## config.mk

```make
export PLATFORM = sky130hd
export DESIGN_NAME = pwr_seq_ctrl
export DESIGN_NICKNAME = d
export VERILOG_FILES = /design/src/rtl/pwr_pkg.sv /design/src/rtl/pwr_seq_timer.sv /design/src/rtl/pwr_seq_ctrl.sv
export SDC_FILE = /design/constraint.sdc
export NUM_CORES = 1
export LEC_CHECK = 0
export ABC_AREA = 1
export BUFFER_PORTS_ARGS = -buffer_cell sky130_fd_sc_hd__buf_4
export CAP_MARGIN = 10
export CORE_UTILIZATION = 37
export DETAILED_ROUTE_END_ITERATION = 6
export PLACE_DENSITY = 0.6
export SLEW_MARGIN = 20
export SYNTH_ARGS = -nofsm -noshare
export SYNTH_HDL_FRONTEND = slang
export SYNTH_SLANG_ARGS = --single-unit
```

## constraint.sdc

```tcl
create_clock -name clk -period 1.5 [get_ports clk]
set_input_delay 0.15 -clock clk [delete_from_list [all_inputs] [get_ports clk]]
set_output_delay 0.15 -clock clk [all_outputs]
set_load 0.02 [all_outputs]
```

## src/rtl/pwr_pkg.sv

```systemverilog
// Shared definitions for the rail power sequencer: state encoding, default timing, retry limit.
// Pure declarations; no latency or flow control of its own.
package pwr_pkg;

  typedef logic [2:0] state_t;

  localparam state_t ST_OFF      = 3'd0;
  localparam state_t ST_RAMP     = 3'd1;
  localparam state_t ST_SETTLE   = 3'd2;
  localparam state_t ST_RUN      = 3'd3;
  localparam state_t ST_SHUTDOWN = 3'd4;
  localparam state_t ST_FAULT    = 3'd5;

  localparam int DEF_NUM_RAILS      = 4;
  localparam int DEF_STAGGER_CYCLES = 50000;
  localparam int DEF_SETTLE_CYCLES  = 500000;
  localparam int RETRY_LIMIT        = 3;

  // Index of the lowest 0 bit; unused upper bits are expected to be padded with 1.
  function automatic logic [2:0] lowest_zero(input logic [7:0] v);
    logic [2:0] idx;
    idx = '0;
    for (int i = 7; i >= 0; i--) begin
      if (!v[i]) idx = 3'(i);
    end
    return idx;
  endfunction

endpackage

```

## src/rtl/pwr_seq_timer.sv

```systemverilog
// Loadable down-counter that saturates at zero; done is high while the count is zero.
// Load takes effect on the next edge; no backpressure.
module pwr_seq_timer #(
  parameter int TW = 20
) (
  input  logic          clk,
  input  logic          reset,
  input  logic          load,
  input  logic [TW-1:0] load_val,
  output logic          done
);

  logic [TW-1:0] cnt;

  always_ff @(posedge clk) begin
    if (reset) begin
      cnt <= '0;
    end else if (load) begin
      cnt <= load_val;
    end else if (cnt != '0) begin
      cnt <= cnt - 1'b1;
    end
  end

  assign done = (cnt == '0);

endmodule

```

## src/rtl/pwr_seq_ctrl.sv

```systemverilog
// Staggered power-rail sequencer with latched fault; outputs registered, one edge after inputs.
// No backpressure (level inputs). Optional automatic fault retry under PWR_SEQ_AUTO_RETRY_EN.
module pwr_seq_ctrl
  import pwr_pkg::*;
#(
  parameter int NUM_RAILS      = DEF_NUM_RAILS,
  parameter int STAGGER_CYCLES = DEF_STAGGER_CYCLES,
  parameter int SETTLE_CYCLES  = DEF_SETTLE_CYCLES
) (
  input  logic                 clk,
  input  logic                 reset,
  input  logic                 start,
  input  logic                 ack,
  input  logic [NUM_RAILS-1:0] rail_ok,
  output logic [NUM_RAILS-1:0] rail_en,
  output logic                 ready,
  output logic                 fault,
  output logic [2:0]           fault_rail,
  output logic [2:0]           state
);

  localparam int TMAX = (STAGGER_CYCLES > SETTLE_CYCLES) ? STAGGER_CYCLES : SETTLE_CYCLES;
  localparam int TW   = $clog2(TMAX) + 1;
  // Loading N-1 makes the timed action land exactly N edges after the load edge.
  localparam logic [TW-1:0] STAG_LD = TW'(STAGGER_CYCLES - 1);
  localparam logic [TW-1:0] SETL_LD = TW'(SETTLE_CYCLES - 1);

  state_t                 state_n;
  logic [NUM_RAILS-1:0]   rail_n;
  logic                   ready_n, fault_n;
  logic [2:0]             frail_n;
  logic                   tmr_load, tmr_done, do_shut;
  logic [TW-1:0]          tmr_val;
  logic [7:0]             ok_pad;

`ifdef PWR_SEQ_AUTO_RETRY_EN
  logic [1:0] retry_cnt, retry_n;
  logic [1:0] phase, phase_n;
`endif

  pwr_seq_timer #(.TW(TW)) u_timer (
    .clk      (clk),
    .reset    (reset),
    .load     (tmr_load),
    .load_val (tmr_val),
    .done     (tmr_done)
  );

  always_comb begin
    ok_pad = '1;
    ok_pad[NUM_RAILS-1:0] = rail_ok;
  end

  always_comb begin
    state_n  = state;
    rail_n   = rail_en;
    ready_n  = ready;
    fault_n  = fault;
    frail_n  = fault_rail;
    tmr_load = 1'b0;
    tmr_val  = STAG_LD;
    do_shut  = 1'b0;
`ifdef PWR_SEQ_AUTO_RETRY_EN
    retry_n  = retry_cnt;
    phase_n  = phase;
`endif
    case (state)
      ST_OFF: begin
        if (start) begin
          rail_n   = NUM_RAILS'(1);
          state_n  = ST_RAMP;
          tmr_load = 1'b1;
        end
      end
      ST_RAMP: begin
        if (!start) begin
          do_shut = 1'b1;
        end else if (tmr_done) begin
          rail_n   = {rail_en[NUM_RAILS-2:0], 1'b1};
          tmr_load = 1'b1;
          if (rail_en[NUM_RAILS-2]) begin
            state_n = ST_SETTLE;
            tmr_val = SETL_LD;
          end
        end
      end
      ST_SETTLE: begin
        if (!start) begin
          do_shut = 1'b1;
        end else if (tmr_done) begin
          state_n  = ST_RUN;
          ready_n  = 1'b1;
          tmr_load = 1'b1;
        end
      end
      ST_RUN: begin
        // A rail fault outranks a simultaneous power-down request.
        if (!(&rail_ok)) begin
          fault_n = 1'b1;
          frail_n = lowest_zero(ok_pad);
          do_shut = 1'b1;
        end else if (!start) begin
          do_shut = 1'b1;
        end
      end
      ST_SHUTDOWN: begin
        if (tmr_done) do_shut = 1'b1;
      end
      ST_FAULT: begin
        if (ack) begin
          fault_n  = 1'b0;
          frail_n  = '0;
          state_n  = ST_OFF;
          tmr_load = 1'b1;
`ifdef PWR_SEQ_AUTO_RETRY_EN
          retry_n  = '0;
        end else if (tmr_done) begin
          // Four settle periods are counted in phases so the timer stays settle-sized.
          if (phase != 2'd3) begin
            phase_n  = phase + 2'd1;
            tmr_load = 1'b1;
            tmr_val  = SETL_LD;
          end else if (start && (retry_cnt < 2'(RETRY_LIMIT))) begin
            retry_n  = retry_cnt + 2'd1;
            fault_n  = 1'b0;
            frail_n  = '0;
            state_n  = ST_OFF;
            tmr_load = 1'b1;
          end
`endif
        end
      end
      default: state_n = ST_OFF;
    endcase

    // Drop the highest rail; leaving the last one off ends the shutdown.
    if (do_shut) begin
      rail_n   = rail_en >> 1;
      ready_n  = 1'b0;
      tmr_load = 1'b1;
      if (rail_en[1]) begin
        state_n = ST_SHUTDOWN;
        tmr_val = STAG_LD;
      end else begin
        state_n = fault_n ? ST_FAULT : ST_OFF;
        tmr_val = SETL_LD;
`ifdef PWR_SEQ_AUTO_RETRY_EN
        phase_n = '0;
`endif
      end
    end
  end

  always_ff @(posedge clk) begin
    if (reset) begin
      state      <= ST_OFF;
      rail_en    <= '0;
      ready      <= 1'b0;
      fault      <= 1'b0;
      fault_rail <= '0;
`ifdef PWR_SEQ_AUTO_RETRY_EN
      retry_cnt  <= '0;
      phase      <= '0;
`endif
    end else begin
      state      <= state_n;
      rail_en    <= rail_n;
      ready      <= ready_n;
      fault      <= fault_n;
      fault_rail <= frail_n;
`ifdef PWR_SEQ_AUTO_RETRY_EN
      retry_cnt  <= retry_n;
      phase      <= phase_n;
`endif
    end
  end

endmodule

```

* Word level (Yosys, flattened, before mapping)
Cells that the tools add are included.
** Word-level totals
- Register bits after elaboration :: 32
- Input port bits :: 8
- Output and inout port bits :: 12
- Logic and storage cells :: 84
** Operators by class
- $add $sub $neg :: 1
- Eq/ne operators :: 18
- Mux-type cells :: 42
- Reductions and logical operators :: 16
** Operators with widths (number)
- 19-bit two-way mux :: 5
- 20-bit two-way mux :: 3
- 3-bit two-way mux :: 15
- 3-bit != test, second input constant :: 7
- 20-bit logical NOT :: 1
- 20-bit nonzero test :: 1
- 20-bit by 1-bit subtractor with 20-bit output, second input constant :: 1
- 3-bit one-hot mux with 5 select lines :: 1
- 4-bit two-way mux :: 3
- 4-bit AND reduction :: 3
- 2-bit != test, second input constant :: 5
- 1-bit two-way mux :: 9
- 4-bit one-hot mux with 2 select lines :: 1
- 8-bit AND reduction :: 1
- 3-bit by 2-bit == test with 1-bit output, second input constant :: 2
- 3-bit == test, second input constant :: 2
- 1-bit one-hot mux with 3 select lines :: 2
- 3-bit one-hot mux with 2 select lines :: 1
- 3-bit AND reduction :: 2
- 2-bit nonzero test :: 3
- 2-bit OR reduction :: 3
- 3-bit by 1-bit == test with 1-bit output, second input constant :: 1
- 3-bit logical NOT :: 1
- 3-bit nonzero test :: 1
- 3 further kinds :: 3

* Depth between registers and ports, before layout
Gate-level depths: netlist of run 1.
- Depth after elaboration :: 6
- Gate-level depth with buffers :: 13
- Depth with buffers taken out :: 13

* Hierarchy
A second synthesis of run 1 with hierarchy kept.
** Unflattened totals
- Cells, all modules :: 318
- Area, all modules :: 2107.0 sq um
** Modules (own cells, without submodules)
- pwr_seq_timer :: instances 1, cells each 194, area each 1353.8 sq um, sequential area each 400.4 sq um
- pwr_seq_ctrl :: instances 1, cells each 124, area each 753.2 sq um, sequential area each 220.2 sq um

* Least setup slack after synthesis of run 1
No wires, ideal clock.
- Path kind :: reg-to-reg
- Start :: reg u_timer.cnt[0]
- End :: reg state[0]
- Setup time :: 0.114 ns
- Arrival time :: 1.538 ns
- Data required time :: 1.386 ns
- Slack :: -0.151 ns
- Cell stages (with the launch flop) :: 14
- Buffers on the path :: 0
- Clock period less this slack :: 1.651 ns
- Cells stage by stage :: dfxtp_1 inv_1 ha_1 inv_1 nor2_1 nand3_1 nor2_4 nand3_1 nand2_4 inv_2 nand2_1 nand2_1 a21oi_1 nor2_1
** Between the ends
- Longest elaborated chain between the ends :: 5
- Elaborated cells between the ends (all ways) :: 13
- Classes of those cells :: 8 x eq/ne; 3 x mux; 2 x reduce/logical
** Ends and longest elaborated chain
- from (decl) :: line pwr_seq_timer.sv:13 : logic [TW-1:0] cnt;
- from (signal assigned) :: line pwr_seq_timer.sv:19 : cnt <= load_val;
- from (signal assigned) :: line pwr_seq_timer.sv:21 : cnt <= cnt - 1'b1;
- 20-bit logical NOT (*) :: line pwr_seq_timer.sv:25 : assign done = (cnt == '0);
- 1-bit two-way mux :: line pwr_seq_ctrl.sv:107 : if (tmr_done) do_shut = 1'b1;
- 1-bit one-hot mux with 3 select lines :: line pwr_seq_ctrl.sv:67 : case (state)
- 3-bit != test (no source line) / 2-bit by 1-bit != test with 1-bit output (equally long branches)
- 8-bit AND reduction (no source line)
- to (signal assigned) :: line pwr_seq_ctrl.sv:166 : state <= state_n;
- to (decl) :: line pwr_seq_ctrl.sv:19 : output logic [2:0] state
Mark *: on every way between the ends. The rest lies on a longest branch, timed or not.
A chain may end at the register's enable or synchronous reset.

* Worst setup path in the final report of run 1
- Start :: reg u_timer.cnt[16]
- End :: reg u_timer.cnt[19]
** Between the ends
- Longest elaborated chain between the ends :: 6
- Elaborated cells between the ends (all ways) :: 11
- Classes of those cells :: 1 x add/sub; 7 x mux; 3 x reduce/logical
** Ends and longest elaborated chain
- parallel branches: the longest is 6 deep, another holds 20-bit by 1-bit subtractor with 20-bit output
Parallel ways; which one is timed is not known. The select of a mux whose other input is x is not followed.

==> key figures, run 1 <==
Logic synthesis
  – Asr flop ratio synth: 0
  – Synth area leaders: dfxtp_1, nand2_1, nor2_1
  – Synth area leader: dfxtp_1
  – Seq/Total Area, Yosys: 0.319
  – Avg Inst Size Synth: 6.83 um^2
  – Yosys warns: 0
  – Post-Syn Nets: 295
  – Flops & latches, synth: 31
  – Post-Synthesis Cells: 285
  – Most used DFF post-synth: dfxtp_1
  – Netlist cell types: 37
  – EDFF count, synth: 0
  – Post-synth top area share: 0.319
  – Post-synthesis cell area: 1950 um^2

CTS
  – CTS clk-pin slew, worst paths: 0.06 ns
  – Number of clock sinks: 31
  – # hold bufs at CTS: 0
  – CTS tree: yes
  – CTS buffer count: 5
  – Root Buffer: clkbuf_8
  – Skew-Pair Late Insertion Delay: 0.30 ns
  – Clock buffer depth: 2
  – H-tree Lvls: 2

Placement
  – DP HPWL: 4060 um
  – Placer congestion estimate: 0.855
  – IO buf count: 18
  – Placed Area: 2660 um^2
  – Dpl ws: -0.245 ns

Routing
  – Vias per inst: 4.75
  – Routed WL per cell: 12.6 um
  – Drc violations: 0
  – Via count: 2079
  – Antenna-violating nets left: 0
  – First-pass DRT Iterations: 5
  – Drt total wl: 5510 um
  – Drt initial violations: 69

Floorplan
  – Starting Density: 0.383
  – I/O pin count: 20
  – Die H: 74.5 um
  – Die Wd: 74.5 um
  – Core ar.: 5070 um^2
  – Total Die Area: 5550 um^2
  – Row count: 26

STA
  – Hold Slack: 0.164 ns
  – Final slew viol count: 0
  – Post-route clock skew: 0.00607 ns
  – Setup WS post-layout: -0.221 ns
  – RSZ-0062 raised after global routing: true
  – Share of the cycle needed by the critical path after routing: 1.15
  – # setup viols final: 28
  – Min Tclk post-route: 1.72 ns
  – Setup Total Neg Slack: -3.96 ns
  – Max Fclk: 0.581 GHz
  – Final Hold Fails: 0

Job
  – Reported max-cap violation count: 0

Min path
  – HP Class: input port to flip-flop

Layout
  – Diodes inserted: 0
  – Final core utilization: 0.584
  – Nets@finish: 378
  – P&R area growth vs syn: 52.2%
  – Fraction of layout cells with a size suffix above 1: 0.454
  – Fillers: 504
  – Design Area, Final: 2960 um^2

Worst setup path
  – Largest fanout on the critical path: 10
  – Required time worst endpoint: 1.68 ns
  – Setup CP Type: flip-flop to flip-flop
  – Arrival time worst endpoint: 1.90 ns
  – Setup slack, reg-to-reg: -0.22 ns
  – Setup crit end kind: flip-flop
  – Critical path launch point type: flip-flop

Global routing
  – Total track usage: 0.215
  – Initial antenna violation count: 0
  – Grt total ovfl: 0
  – Vias in the first global route: 1939
  – First-pass GRT wire length: 8780 um
  – Largest net degree at the start of global routing: 25

Power
  – VDD IR-drop max: 965 uV
  – Lkg Pwr: 1.44 nW
  – Power Density: 1800 nW/um^2

Outcome
  – Failing checks: setup timing
  – Run status: finished with violations
cell usage after synthesis (3+ instances only):
master	n
a21oi_1	12
dfxtp_1	31
nand3_1	21
xor2_1	7
nor2_1	46
nand3_2	5
nand4_1	4
inv_1	28
nor3_1	3
nor2_2	5
clkbuf_1	3
o21ai_0	7
nand2_1	65
a31oi_1	4
or2_2	3
nand2_2	5
nor4_1	5
xnor2_1	8
area by class of cell:
cell class	count	area [um^2]	area share
Timing Repair Buffer	82	656	0.221
Clock buffer	6	82.6	0.0279
Sequential cell	31	627	0.212
Inverter	30	125	0.0422
Tap cell	70	87.6	0.0296
Multi-Input combinational cell	218	1380	0.466
Clock inverter	1	5.00	0.00169
worst paths after layout:
kind / from / cells past startpoint / end
setup / recovery: u_timer.cnt[16] / 11 / u_timer.cnt[19]
hold / removal: rail_ok[0] / 3 / fault_rail[0]
setup reg to reg: u_timer.cnt[16] / 11 / u_timer.cnt[19]
hold reg to reg: ready / 2 / ready
routing by layer:
layer / vias up / track usage / part of all wire
met5: - / 0 / 0
li1: 1080 / - / -
met3: 10 / 0.0461 / 0.025
met4: 0 / 0.0943 / 0.026
met2: 28 / 0.381 / 0.52
met1: 961 / 0.246 / 0.43
cells by family after synthesis:
family,Yosys count,synth area share
other,1,0.00193
AOI/OAI and AO/OA,29,0.0945
buffers and inverters,36,0.0759
adders and majority gates,2,0.0129
xor gates and xnor gates,15,0.0675
and+or+nand+nor,171,0.428
DFF,31,0.319
cells in the final DEF (no fill, tap or decap), types with 6 or more instances in the layout:
cell type,instances
xor2_1,7
dfxtp_1,26
nor2_1,38
nand3_2,12
xnor2_1,7
buf_4,76
inv_1,22
nand2_1,53
a21oi_1,10
nor2_2,10
nand3_1,13
clkbuf_8,6
nand2_2,15
state kept, by name, summed over array words and instances, names as in the netlist:
name         flops
u_timer.cnt     20
rail_en          4
state            3
fault_rail       2
fault            1
ready            1
power by group:
group,leakage [nW],internal (mW),switching [mW]
Sequential,0.256,1.04,0.161
Combinational,1.14,1.59,1.85
Clock,0.0470,0.360,0.337
Total,1.44,2.99,2.35
per-stage QoR:
step | std cells | total power, mW
finish | 438 | 5.34
global route | 438 | 5.77
CTS | 436 | 5.11
floorplan | 285 | 3.00
global placement | 428 | 4.17
detailed placement | 428 | 4.18
critical path: stages, from the launching register on:
cell and delay (ns):
dfxtp_1 0.31, nor2_1 0.34, nand3_4 0.14, nor2_4 0.16, nand3_2 0.10, nand2_4 0.12
buf_12 0.12, inv_8 0.04, nand3_4 0.11, nor2_1 0.05, nand2_1 0.05, nor2_1 0.04
repair_timing:
action / 4_1_cts / 5_1_grt
buffers inserted: 1 / 2
setup endpoints to repair: 28 / 28
pin swaps: 12 / 4
resized for setup: 30 / 24
Power figures use the tool's default switching activity.
==> inputs of run 2 (changes only) <==
CORE_UTILIZATION = 35   (was 37)
PLACE_DENSITY = 0.58   (was 0.6)
==> run 2 against run 1 <==
Net effect: sequential power barely moved; sequential share of layout area rose by 0.68 points; design area fell by 3.1%; the flow still finishes with violations (setup timing); die area rose by 5.6%; clock power fell by 6.3%; non-clock buffer count fell by 3; worst hold slack got worse by 0.011 ns; largest cell class unchanged; flip-flop and latch count did not move; final cell count fell by 0.23%; core utilization fell by 3.6 points; largest power group unchanged; clock-buffer cell count rose by 1; total power fell by 4.5%.
==> key figures, run 2 (synthesis results as in run 1) <==
Outcome
  – Run status: finished with violations
  – Failing checks: setup timing

Floorplan
  – Die Wd: 76.6 um (+2.7%)
  – Total Die Area: 5860 um^2 (+5.6%)
  – Die H: 76.6 um (+2.7%)
  – Starting Density: 0.371 (-0.0119)
  – Row count: 26 (unchanged)
  – Core ar.: 5240 um^2 (+3.2%)
  – I/O pin count: 20 (unchanged)

Worst setup path
  – Largest fanout on the critical path: 7 (-3)
  – Critical path launch point type: flip-flop
  – Setup CP Type: flip-flop to flip-flop
  – Required time worst endpoint: 1.67 ns (about the same)
  – CP Launch Point: u_timer.cnt[0]
  – Setup crit end kind: flip-flop
  – Arrival time worst endpoint: 1.83 ns (-0.07 ns)
  – Crit Reg-Reg Startpoint: u_timer.cnt[0]

STA
  – Hold Slack: 0.153 ns (-0.0109 ns)
  – RSZ-0062 raised after global routing: true
  – Setup WS post-layout: -0.163 ns (+0.0577 ns)
  – Final slew viol count: 0 (unchanged)
  – Max Fclk: 0.601 GHz (+3.5%)
  – # setup viols final: 28 (unchanged)
  – Min Tclk post-route: 1.66 ns (-0.0577 ns)
  – Final Hold Fails: 0 (unchanged)
  – Post-route clock skew: 0.00983 ns (+0.00377 ns)
  – Share of the cycle needed by the critical path after routing: 1.11 (-0.0385)

CTS
  – # hold bufs at CTS: 0 (unchanged)
  – Number of clock sinks: 31 (unchanged)
  – Clock buffer depth: 2 (unchanged)
  – H-tree Lvls: 2 (unchanged)
  – CTS clk-pin slew, worst paths: 0.07 ns (about the same)
  – Skew-Pair Late Insertion Delay: 0.29 ns (about the same)
  – Root Buffer: clkbuf_8
  – CTS tree: yes
  – CTS buffer count: 5 (unchanged)

Routing
  – Via count: 2036 (-2.1%)
  – Drc violations: 0 (unchanged)
  – Antenna-violating nets left: 0 (unchanged)
  – Vias per inst: 4.66 (-1.8%)
  – Drt initial violations: 86 (+25%)
  – Drt total wl: 5220 um (-5.2%)
  – First-pass DRT Iterations: 4 (-1)
  – Routed WL per cell: 11.9 um (-5.0%)

Power
  – Sw Share: 0.444 (+0.00433)
  – Power share of the clock group: 0.128 (-0.003)
  – Reg power frac: 0.236 (+0.012)
  – Internal power: 2.83 mW (-5.3%)
  – Power Total: 5.10 mW (-4.5%)
  – Power Density: 1780 nW/um^2 (-1.4%)
  – VDD IR-drop max: 795 uV (-18%)
  – P_sw: 2.26 mW (-3.6%)
  – Logic gate share of total power: 0.636 (-0.009)
  – Lkg Pwr: 1.38 nW (-3.9%)

Layout
  – FF+latch area: 627 um^2 (unchanged)
  – Area of the multi-input gates: 1330 um^2 (-3.4%)
  – Max reg flops: 20 (unchanged)
  – Diodes inserted: 0 (unchanged)
  – Biggest register: u_timer.cnt
  – Regs by FF count: u_timer.cnt: 20 flops, rail_en: 4 flops, state: 3 flops
  – Fillers: 512 (+1.6%)
  – Fraction of layout cells with a size suffix above 1: 0.422 (-0.0315)
  – P&R area growth vs syn: 47.5%
  – Most frequent cells in the layout: buf_4, nand2_1, nor2_1
  – Most common cell after layout, fill and taps aside: buf_4
  – Nets@finish: 376 (-0.53%)
  – Design Area, Final: 2870 um^2 (-3.1%)

Placement
  – IO buf count: 18 (unchanged)
  – Placer congestion estimate: 0.913 (+6.8%)
  – Placed Area: 2600 um^2 (-2.2%)
  – DP HPWL: 3890 um (-4.3%)

Min path
  – HP Class: input port to flip-flop
  – HP Start: rail_ok[0]

Global routing
  – First-pass GRT wire length: 8760 um (-0.15%)
  – Total track usage: 0.187 (-0.0279)
  – Largest net degree at the start of global routing: 25 (unchanged)
  – Vias in the first global route: 1967 (+1.4%)
  – Initial antenna violation count: 0 (unchanged)
  – Grt total ovfl: 0 (unchanged)

Job
  – Reported max-cap violation count: 0 (unchanged)
==> run 2: critical path, stage by stage (launching register included) <==
cell and delay (ns):
dfxtp_2 0.34, inv_4 0.07, ha_4 0.14, inv_2 0.04, nor2_4 0.07, nand3_2 0.09
nor2_4 0.18, nand3_4 0.12, nand2_8 0.12, nor2_4 0.06, buf_6 0.13, nand2_1 0.05
nand2_1 0.04, nand2_1 0.05, nor2_1 0.04
==> run 2: repair_timing <==
| action | in CTS | in global routing |
|---|---|---|
| pin swaps | 7 | 10 |
| buffers inserted | 3 | 3 |
| gates resized for setup | 19 | 20 |
| endpoints found under the setup margin | 28 | 28 |
| gates cloned | 0 | 1 |
==> run 2: worst paths after layout <==
kind / to / slack [ns] / cells after the start
worst max-delay path: u_timer.cnt[18] / -0.16 / 14
worst max register to register: u_timer.cnt[18] / -0.16 / 14
worst min-delay path: fault_rail[0] / 0.15 / 3
worst min register to register: ready / 0.45 / 2
==> run 2: final cells by class <==
type / instances / area share
repair inverters: 1 / 0.00218
clock buffers: 7 / 0.0266
inverters: 30 / 0.0427
repair buffers: 79 / 0.214
well taps: 70 / 0.0305
clock inverters: 1 / 0.00174
multi-input cells: 218 / 0.464
flip-flops and latches: 31 / 0.218
==> run 2: layer usage <==
metal / track usage / up-vias / wire, um
met5: 0 / - / 0
met2: 0.330 / 24 / 2600
met1: 0.229 / 935 / 2470
li1: - / 1077 / -
met4: 0.0462 / 0 / 0
met3: 0.0395 / 0 / 147
==> run 2: through the flow <==
stage               setup slack (ns)  utilization  std cells  setup TNS, ns
floorplan                    -0.0933            -        285          -1.10
global placement              -0.195        0.497        422          -3.20
detailed placement            -0.251        0.497        422          -4.52
CTS                           -0.137        0.528        433          -1.93
global route                  -0.266        0.548        437          -5.11
finish                        -0.163        0.548        437          -2.67
==> run 2: power groups by stage <==
| stage | Sequential (mW) | Combinational, mW | Clock [mW] |
|---|---|---|---|
| floorplan | 1.26 | 1.74 | 0 |
| global placement | 1.21 | 2.85 | 0 |
| detailed placement | 1.21 | 2.85 | 0 |
| CTS | 1.20 | 3.01 | 0.680 |
| global route | 1.23 | 3.55 | 0.709 |
| finish | 1.20 | 3.24 | 0.653 |
